## src/rtl/fuzz_resp_capture.sv

```systemverilog
// fuzz_resp_capture
// Captures stimulus/response pairs from a fuzzing harness into a small
// show-ahead record FIFO and folds every accepted pair into a MISR
// signature. A run is started with a single-cycle start pulse and accepts
// exactly num_iters pairs. It then drains the FIFO and parks in DONE.
//
// Ports
//   clk, rst_n        rising-edge clock, asynchronous active-low reset
//   start, num_iters  begin a run (honoured only in IDLE/DONE) and set its length
//   s_valid/s_ready   upstream pair handshake, carrying dut_in / dut_out
//   m_valid/m_ready   record readout handshake, carrying m_iter / m_in / m_out
//   signature         running MISR over {dut_in, dut_out} of accepted pairs
//   busy, done        busy is high in RUN or DRAIN; done is high in DONE
module fuzz_resp_capture #(
  parameter int                IN_W   = 7,
  parameter int                OUT_W  = 8,
  parameter int                DEPTH  = 8,
  parameter int                ITER_W = 5,
  parameter int                SIG_W  = 16,
  parameter logic [SIG_W-1:0]  POLY   = 16'h1021
) (
  input  logic              clk,
  input  logic              rst_n,
  input  logic              start,
  input  logic [ITER_W-1:0] num_iters,
  input  logic              s_valid,
  output logic              s_ready,
  input  logic [IN_W-1:0]   dut_in,
  input  logic [OUT_W-1:0]  dut_out,
  output logic              m_valid,
  input  logic              m_ready,
  output logic [ITER_W-1:0] m_iter,
  output logic [IN_W-1:0]   m_in,
  output logic [OUT_W-1:0]  m_out,
  output logic [SIG_W-1:0]  signature,
  output logic              busy,
  output logic              done
);

  localparam int AW = $clog2(DEPTH);

  typedef enum logic [1:0] {
    IDLE  = 2'd0,
    RUN   = 2'd1,
    DRAIN = 2'd2,
    DONE  = 2'd3
  } state_t;

  // One MISR step: shift with polynomial feedback, then fold in the pair.
  // dut_in occupies the bits above dut_out.
  function automatic logic [SIG_W-1:0] misr_next(
    input logic [SIG_W-1:0] sig,
    input logic [IN_W-1:0]  din,
    input logic [OUT_W-1:0] dout
  );
    logic [SIG_W-1:0] sh;
    sh = {sig[SIG_W-2:0], 1'b0};
    if (sig[SIG_W-1]) begin
      sh = sh ^ POLY;
    end else begin
      sh = sh;
    end
    return sh ^ SIG_W'({din, dout});
  endfunction

  state_t              state_q, state_d;
  logic [ITER_W-1:0]   count_q, count_d;
  logic [ITER_W-1:0]   iters_q, iters_d;
  logic [SIG_W-1:0]    sig_q, sig_d;
  // Pointers carry one extra bit so that full and empty are distinguishable.
  logic [AW:0]         wr_ptr_q, wr_ptr_d;
  logic [AW:0]         rd_ptr_q, rd_ptr_d;

  logic [ITER_W-1:0]   iter_mem [DEPTH];
  logic [IN_W-1:0]     in_mem   [DEPTH];
  logic [OUT_W-1:0]    out_mem  [DEPTH];

  logic                empty_s, full_s, push_s, pop_s;
  logic [ITER_W-1:0]   count_inc_s;
  logic [AW-1:0]       rd_idx_s;

  assign empty_s     = (wr_ptr_q == rd_ptr_q);
  assign full_s      = (wr_ptr_q[AW] != rd_ptr_q[AW]) &&
                       (wr_ptr_q[AW-1:0] == rd_ptr_q[AW-1:0]);
  // A full FIFO refuses the push even when a pop happens in the same cycle.
  assign s_ready     = (state_q == RUN) && !full_s;
  assign m_valid     = !empty_s;
  assign push_s      = s_valid && s_ready;
  assign pop_s       = m_valid && m_ready;
  assign count_inc_s = count_q + {{(ITER_W-1){1'b0}}, 1'b1};
  assign rd_idx_s    = rd_ptr_q[AW-1:0];

  // Record fields read as zero whenever no record is presented, which also
  // covers the reset state without needing to reset the storage array.
  assign m_iter    = m_valid ? iter_mem[rd_idx_s] : {ITER_W{1'b0}};
  assign m_in      = m_valid ? in_mem[rd_idx_s]   : {IN_W{1'b0}};
  assign m_out     = m_valid ? out_mem[rd_idx_s]  : {OUT_W{1'b0}};
  assign signature = sig_q;
  assign busy      = (state_q == RUN) || (state_q == DRAIN);
  assign done      = (state_q == DONE);

  // Next-state logic for the FSM, run counters, signature and FIFO pointers.
  always_comb begin
    state_d  = state_q;
    count_d  = count_q;
    iters_d  = iters_q;
    sig_d    = sig_q;
    wr_ptr_d = wr_ptr_q;
    rd_ptr_d = rd_ptr_q;

    if (pop_s) begin
      rd_ptr_d = rd_ptr_q + {{AW{1'b0}}, 1'b1};
    end else begin
      rd_ptr_d = rd_ptr_q;
    end

    if (push_s) begin
      wr_ptr_d = wr_ptr_q + {{AW{1'b0}}, 1'b1};
      count_d  = count_inc_s;
      sig_d    = misr_next(sig_q, dut_in, dut_out);
    end else begin
      wr_ptr_d = wr_ptr_q;
    end

    case (state_q)
      IDLE, DONE: begin
        // start clears everything, including any pop seen this cycle.
        if (start) begin
          iters_d  = num_iters;
          count_d  = {ITER_W{1'b0}};
          sig_d    = {SIG_W{1'b0}};
          wr_ptr_d = {(AW+1){1'b0}};
          rd_ptr_d = {(AW+1){1'b0}};
          if (num_iters == {ITER_W{1'b0}}) begin
            state_d = DONE;
          end else begin
            state_d = RUN;
          end
        end else begin
          state_d = state_q;
        end
      end
      RUN: begin
        if (push_s && (count_inc_s == iters_q)) begin
          state_d = DRAIN;
        end else begin
          state_d = RUN;
        end
      end
      DRAIN: begin
        // No push can be pending here because s_ready is low outside RUN.
        if (empty_s) begin
          state_d = DONE;
        end else begin
          state_d = DRAIN;
        end
      end
      default: begin
        state_d = IDLE;
      end
    endcase
  end

  // State, counters, signature and pointer registers.
  always_ff @(posedge clk or negedge rst_n) begin
    if (!rst_n) begin
      state_q  <= IDLE;
      count_q  <= {ITER_W{1'b0}};
      iters_q  <= {ITER_W{1'b0}};
      sig_q    <= {SIG_W{1'b0}};
      wr_ptr_q <= {(AW+1){1'b0}};
      rd_ptr_q <= {(AW+1){1'b0}};
    end else begin
      state_q  <= state_d;
      count_q  <= count_d;
      iters_q  <= iters_d;
      sig_q    <= sig_d;
      wr_ptr_q <= wr_ptr_d;
      rd_ptr_q <= rd_ptr_d;
    end
  end

  // Record storage. The write lands at the push edge, and the record becomes
  // visible one cycle later.
  always_ff @(posedge clk) begin
    if (push_s) begin
      iter_mem[wr_ptr_q[AW-1:0]] <= count_q;
      in_mem[wr_ptr_q[AW-1:0]]   <= dut_in;
      out_mem[wr_ptr_q[AW-1:0]]  <= dut_out;
    end
  end

endmodule
```

## config.mk

```make
export PLATFORM = sky130hd
export DESIGN_NAME = fuzz_resp_capture
export DESIGN_NICKNAME = d
export VERILOG_FILES = /design/src/rtl/fuzz_resp_capture.sv
export SDC_FILE = /design/constraint.sdc
export NUM_CORES = 1
export LEC_CHECK = 0
export CAP_MARGIN = 20
export CORE_ASPECT_RATIO = 1.2
export CORE_UTILIZATION = 50
export DETAILED_ROUTE_END_ITERATION = 8
export GPL_TIMING_DRIVEN = 1
export HOLD_SLACK_MARGIN = 0.08
export PLACE_DENSITY = 0.73
export SETUP_SLACK_MARGIN = 0.2
export SYNTH_ARGS = -nofsm -noshare
export SYNTH_HDL_FRONTEND = slang
export SYNTH_SLANG_ARGS = --single-unit
```

## constraint.sdc

```tcl
create_clock -name clk -period 4.2 [get_ports clk]
set_clock_uncertainty 0.15 [all_clocks]
set_input_delay 0.42 -clock clk [delete_from_list [all_inputs] [get_ports clk]]
set_output_delay 0.42 -clock clk [all_outputs]
set_load 0.05 [all_outputs]
```

==> flow_summary.json, run 1 <==
{
  "fin_area_mm2": 0.009602,
  "p_sw_frac": 0.4009,
  "cts_buffers": 17,
  "dp_slack_ns": 1.122,
  "crit_type": "flip-flop to output pin",
  "start_kind": "flip-flop",
  "cp_slowest_cell": "buf_4",
  "slew_viol_final": 0,
  "clk_latency_ns": 0.43,
  "tritoncts": "built",
  "cts_root_buffer": "clkbuf_16",
  "p_seq_frac": 0.334,
  "layout-drive-gt1-share": 0.2481,
  "met3WireLength_um": 631,
  "drtAntennaViolNets": 0,
  "cts_hold_buf": 1,
  "tightest_slew_ns": 0.9019,
  "routed.top_layer": "met4",
  "yosysWarningCount": 0,
  "core_region_area_mm2": 0.01577,
  "cp.required_ns": 3.63,
  "grt_usage": 0.2022,
  "netSwitchingPower_mw": 3.109,
  "clock-sinks": 196,
  "hpwl_um": 9207,
  "num-nets-final": 550,
  "powerDensity_mw_per_mm2": 807.7,
  "crit_path_max_incr_delay_ns": 0.68,
  "status": "finished, final reports clean",
  "cts_buffer_depth": 2,
  "dp_cells": 707,
  "syn_avg_cell_area_um2": 18.15,
  "grt_pass1_wl_um": 24410,
  "vias": 4118,
  "leakage_nw": 3.292,
  "grt_max_degree": 44,
  "firstDrtPassIters": 4,
  "yosysSeqAreaShare": 0.7031,
  "num-fill-cells": 1190,
  "synth_edf_count": 160,
  "grt_pass1_vias": 4436,
  "synth_cell_types": 35,
  "hp-start": "iters_q[0]",
  "start_util": 0.5148,
  "htreeDepth": 4,
  "clkPwrFrac": 0.219,
  "worst_slack_ns": 0.9527,
  "post-cts-setup-buffer-count": 0,
  "portBuffers": 64,
  "wl_um": 15490,
  "p_int_mw": 4.647,
  "vdd_drop_max_mv": 0.6938,
  "endpoint_kind": "output pin",
  "setup_viol": 0,
  "met2WireLength_um": 8217,
  "slew_headroom": 0.3987,
  "layout_commonest_cell": "edfxtp_1",
  "rsz0062_at_grt": "no",
  "ys.flop_type": "edfxtp_1",
  "reg2reg_from": "wr_ptr_q[1]",
  "ctsResizeCount": 0,
  "rows": 50,
  "layout_common_cells": "edfxtp_1, nor2_1, clkdlybuf4s50_1",
  "min_path_cells": 1,
  "fin_crit_sh": 0.7732,
  "synthCells": 447,
  "fin_cells": 740,
  "ys_ff_latch": 196,
  "avgRoutedWirePerCell_um": 20.93,
  "async_reset_ff_frac": 0.1837,
  "period_needed_ns": 3.247,
  "path_cells": "buf_4, mux4_2, mux2i_1, nor2_1, buf_4",
  "final_util": 0.6090,
  "reg2reg_slack_ns": 1.13,
  "setup-tns-final_ns": 0,
  "die_area_mm2": 0.01675,
  "worst_r2r_path_depth": 5,
  "clk_pin_slew_worst_paths_ns": 0.07,
  "syn_nets": 478,
  "overflow": 0,
  "max_freq_ghz": 0.3080,
  "die-height_um": 141.6,
  "drcViolationCount": 0,
  "rr_endpoint": "iter_mem[2][1]",
  "min_path_type": "flip-flop to flip-flop",
  "crit_fanout": 43,
  "n_antenna_cell": 0,
  "crit_top_cell": "buf_4",
  "place_area_mm2": 0.008964,
  "gp_congestion": 0.7099,
  "finalHoldViolCount": 0,
  "drtIter0Drc": 270,
  "via_per_inst": 5.565,
  "syn_area_mm2": 0.008115,
  "dieWidth_um": 118.3,
  "crit_arrival_ns": 2.68,
  "pwr-share-comb": 0.447,
  "ff_latch_area_mm2": 0.005707,
  "area_growth_pct": 18.32,
  "antenna_found_initial": 0,
  "cap_violations": 0,
  "met1Wirelength_um": 6400,
  "multiInputGateArea_mm2": 0.002277,
  "ios": 65,
  "worst_hold_path.endpoint": "iters_q[0]"
}
worst max-delay path, delay by kind of cell, from the launching register on:
| family | cells | cell delay [ns] |
|---|---|---|
| simple gates | 1 | 0.09 |
| buf+inv | 2 | 0.88 |
| mux | 2 | 0.84 |
| flops | 1 | 0.41 |
power by group through the flow:
stage	combinational [mW]	clock, mW	sequential (mW)
floorplan	2.38	0	2.78
global placement	3.47	0	2.61
detailed placement	3.51	0	2.63
CTS	3.52	1.73	2.59
global route	3.69	1.80	2.62
finish	3.47	1.70	2.59
synth_stat cells, types with 5 or more instances:
master / number / area share
edfxtp_1: 160 / 0.59
nor2_1: 55 / 0.025
mux4_2: 40 / 0.11
dfrtp_1: 36 / 0.11
mux2i_1: 26 / 0.032
xnor2_1: 23 / 0.025
xor2_1: 12 / 0.013
clkbuf_1: 11 / 0.0051
a211oi_2: 10 / 0.015
buf_2: 10 / 0.0062
ha_1: 6 / 0.0093
nand2b_1: 6 / 0.0046
inv_1: 5 / 0.0023
mux2_2: 5 / 0.0069
nand2_1: 5 / 0.0023
flip-flops by register name (all words and copies together), names as in the netlist:
signal	flops
iter_mem	40
wr_ptr_q	4
in_mem	56
out_mem	64
signature	16
iters_q	5
rd_ptr_q	4
state_q	2
count_q	5
final cells by class:
type                    instances  share of cell area
flip-flops and latches        196              0.5943
repair buffers                 79             0.07402
clock buffers                  17             0.04431
clock inverters                15             0.02111
multi-input cells             220              0.2372
well taps                     208             0.02710
inverters                       5            0.001955
how the worst max path moves through the flow:
stage | from | end | slack, ns
after floorplan | wr_ptr_q[1] | in_mem[4][0] | 0.89
after global placement | s_valid | iter_mem[2][1] | 1.21
after detailed placement | s_valid | iter_mem[2][1] | 1.12
after CTS | rd_ptr_q[0] | m_in[6] | 0.88
after global routing | rd_ptr_q[0] | m_in[6] | 0.77
final | rd_ptr_q[0] | m_in[6] | 0.95
cell families after synthesis:
kind of cell / synth area share
compound gates: 0.03022
xor+xnor: 0.04117
fa+ha+maj: 0.009250
buf+inv: 0.01912
flops: 0.7031
mux: 0.1500
simple gates: 0.04718
layer usage:
| layer | vias up | track usage |
|---|---|---|
| li1 | 1871 | - |
| met1 | 2138 | 0.2459 |
| met2 | 93 | 0.3471 |
| met3 | 16 | 0.05466 |
| met4 | 0 | 0.07490 |
| met5 | - | 0 |
stage by stage:
step / power (mW) / hold WS, ns
after floorplan: 5.157 / -0.02559
after global routing: 8.113 / 0.3983
after CTS: 7.845 / 0.3827
after global placement: 6.079 / 0.3686
after detailed placement: 6.143 / 0.3673
final: 7.756 / 0.3768
Note: power is estimated with default switching activity, not from simulation.
==> run 2: changes to the inputs <==
--- a/config.mk
+++ b/config.mk
@@ -11,7 +11,7 @@
 export DETAILED_ROUTE_END_ITERATION = 8
 export GPL_TIMING_DRIVEN = 1
 export HOLD_SLACK_MARGIN = 0.08
-export PLACE_DENSITY = 0.73
+export PLACE_DENSITY = 0.76
 export SETUP_SLACK_MARGIN = 0.2
 export SYNTH_ARGS = -nofsm -noshare
 export SYNTH_HDL_FRONTEND = slang
==> constraint.sdc (replaced) <==
create_clock -name clk -period 2.7 [get_ports clk]
set_clock_uncertainty 0.15 [all_clocks]
set_input_delay 0.27 -clock clk [delete_from_list [all_inputs] [get_ports clk]]
set_output_delay 0.27 -clock clk [all_outputs]
set_load 0.05 [all_outputs]
==> run 2 against run 1 <==
Critical path depth unchanged. Die area is the same. Power is 83% higher. Clock power is 54% higher. Sequential power rose by 55%. Worst setup slack lost 0.90 ns. Via count grew 8.0%. Combinational power increased by 120%. Final cell count rose by 4.6%. Design area grew 7.9%. Wire length increased by 17%. Register-to-register slack got worse by 1.1 ns.
==> flow_summary.json, run 2 (synthesis results as in run 1) <==
{
  "cts_buffer_depth": 2,
  "ff_latch_area_mm2": 0.005708,
  "power.total_mw": 14.17,
  "path_cells": "xnor2_1, o41a_4, nand2_1, nor3_2, buf_4",
  "crit_fanout": 11,
  "largest_register_ffs": 64,
  "fin_crit_sh": 0.9821,
  "layout_common_cells": "edfxtp_1, nor2_1, mux4_2, clkdlybuf4s50_1, dfrtp_1",
  "cts_root_buffer": "clkbuf_16",
  "overflow": 0,
  "min_path_type": "input pin to flip-flop",
  "start_kind": "flip-flop",
  "antenna_found_initial": 0,
  "crit_path_max_incr_delay_ns": 0.74,
  "fin_area_mm2": 0.01036,
  "ios": 65,
  "slew_headroom": 0.3119,
  "die_area_mm2": 0.01675,
  "vias": 4448,
  "crit_type": "flip-flop to flip-flop",
  "avgRoutedWirePerCell_um": 23.37,
  "num-nets-final": 584,
  "drtIter0Drc": 420,
  "grt_pass1_wl_um": 27560,
  "status": "finished, final reports clean",
  "portBuffers": 64,
  "htreeDepth": 4,
  "clock-sinks": 196,
  "die-height_um": 141.6,
  "cts_buffers": 17,
  "start_util": 0.5148,
  "grt_usage": 0.2277,
  "slew_viol_final": 0,
  "powerDensity_mw_per_mm2": 1368,
  "crit_arrival_ns": 2.62,
  "firstDrtPassIters": 5,
  "clk_pin_slew_worst_paths_ns": 0.07,
  "grt_pass1_vias": 4755,
  "final_util": 0.6571,
  "cp_top_family": "simple AND/OR/NAND/NOR gates",
  "setup-tns-final_ns": 0,
  "setup_viol": 0,
  "dp_cells": 720,
  "rows": 50,
  "crit_buf_inv": 1,
  "layout_commonest_cell": "edfxtp_1",
  "drtAntennaViolNets": 0,
  "cp_slowest_cell": "nor3_2",
  "dp_slack_ns": -0.03805,
  "drcViolationCount": 0,
  "finalHoldViolCount": 0,
  "whs_ns": 0.3435,
  "max_freq_ghz": 0.3771,
  "cp.required_ns": 2.67,
  "cap_violations": 0,
  "multiInputGateArea_mm2": 0.002404,
  "area_growth_pct": 27.66,
  "endpoint_kind": "flip-flop",
  "worst_slack_ns": 0.04834,
  "hpwl_um": 9992,
  "gp_congestion": 0.7867,
  "grt_max_degree": 44,
  "tritoncts": "built",
  "clk_latency_ns": 0.42,
  "wl_um": 18090,
  "place_area_mm2": 0.009059,
  "num-fill-cells": 1056,
  "tightest_slew_ns": 1.031,
  "vdd_drop_max_mv": 0.9054,
  "leakage_nw": 3.616,
  "via_per_inst": 5.747,
  "fin_cells": 774,
  "rsz0062_at_grt": "yes",
  "n_antenna_cell": 0,
  "layout-drive-gt1-share": 0.3251,
  "period_needed_ns": 2.652,
  "core_region_area_mm2": 0.01577,
  "dieWidth_um": 118.3
}
==> run 2: final timing paths <==
| path | slack, ns | from | cells past startpoint | end |
|---|---|---|---|---|
| min reg2reg | 0.38 | iters_q[1] | 1 | iters_q[1] |
| max in group asynchronous | 1.42 | rst_n | 2 | rd_ptr_q[0] |
| max reg2reg | 0.05 | rd_ptr_q[3] | 5 | in_mem[4][1] |
| max | 0.05 | rd_ptr_q[3] | 5 | in_mem[4][1] |
| min in group asynchronous | 0.36 | rst_n | 2 | iters_q[1] |
| min | 0.34 | num_iters[1] | 2 | iters_q[1] |
==> run 2: layout make-up <==
class,instances,area share
timing repair buffer,113,0.1296
multi-input combinational,220,0.2320
inverter,5,0.003019
tap,208,0.02512
clock inverter,13,0.01751
clock buffer,19,0.04179
sequential,196,0.5510
==> run 2: power by group <==
part	switching [mW]	internal [mW]
combinational	4.22	3.34
clock	1.05	1.55
sequential	0.305	3.71
==> run 2: repair_timing <==
action,CTS,global route
pin swaps,1,5
endpoints found under the setup margin,66,124
hold buffers,1,0
setup buffers,10,2
hold endpoints to repair,36,0
resized for setup,52,39
cloned,7,2
==> run 2: layer usage <==
metal	track usage	vias to the layer above	routed length, µm
met3	0.04542	32	802
met2	0.3916	152	9642
met4	0.08030	0	409
met1	0.2893	2329	7236
met5	0	-	0
li1	-	1935	-
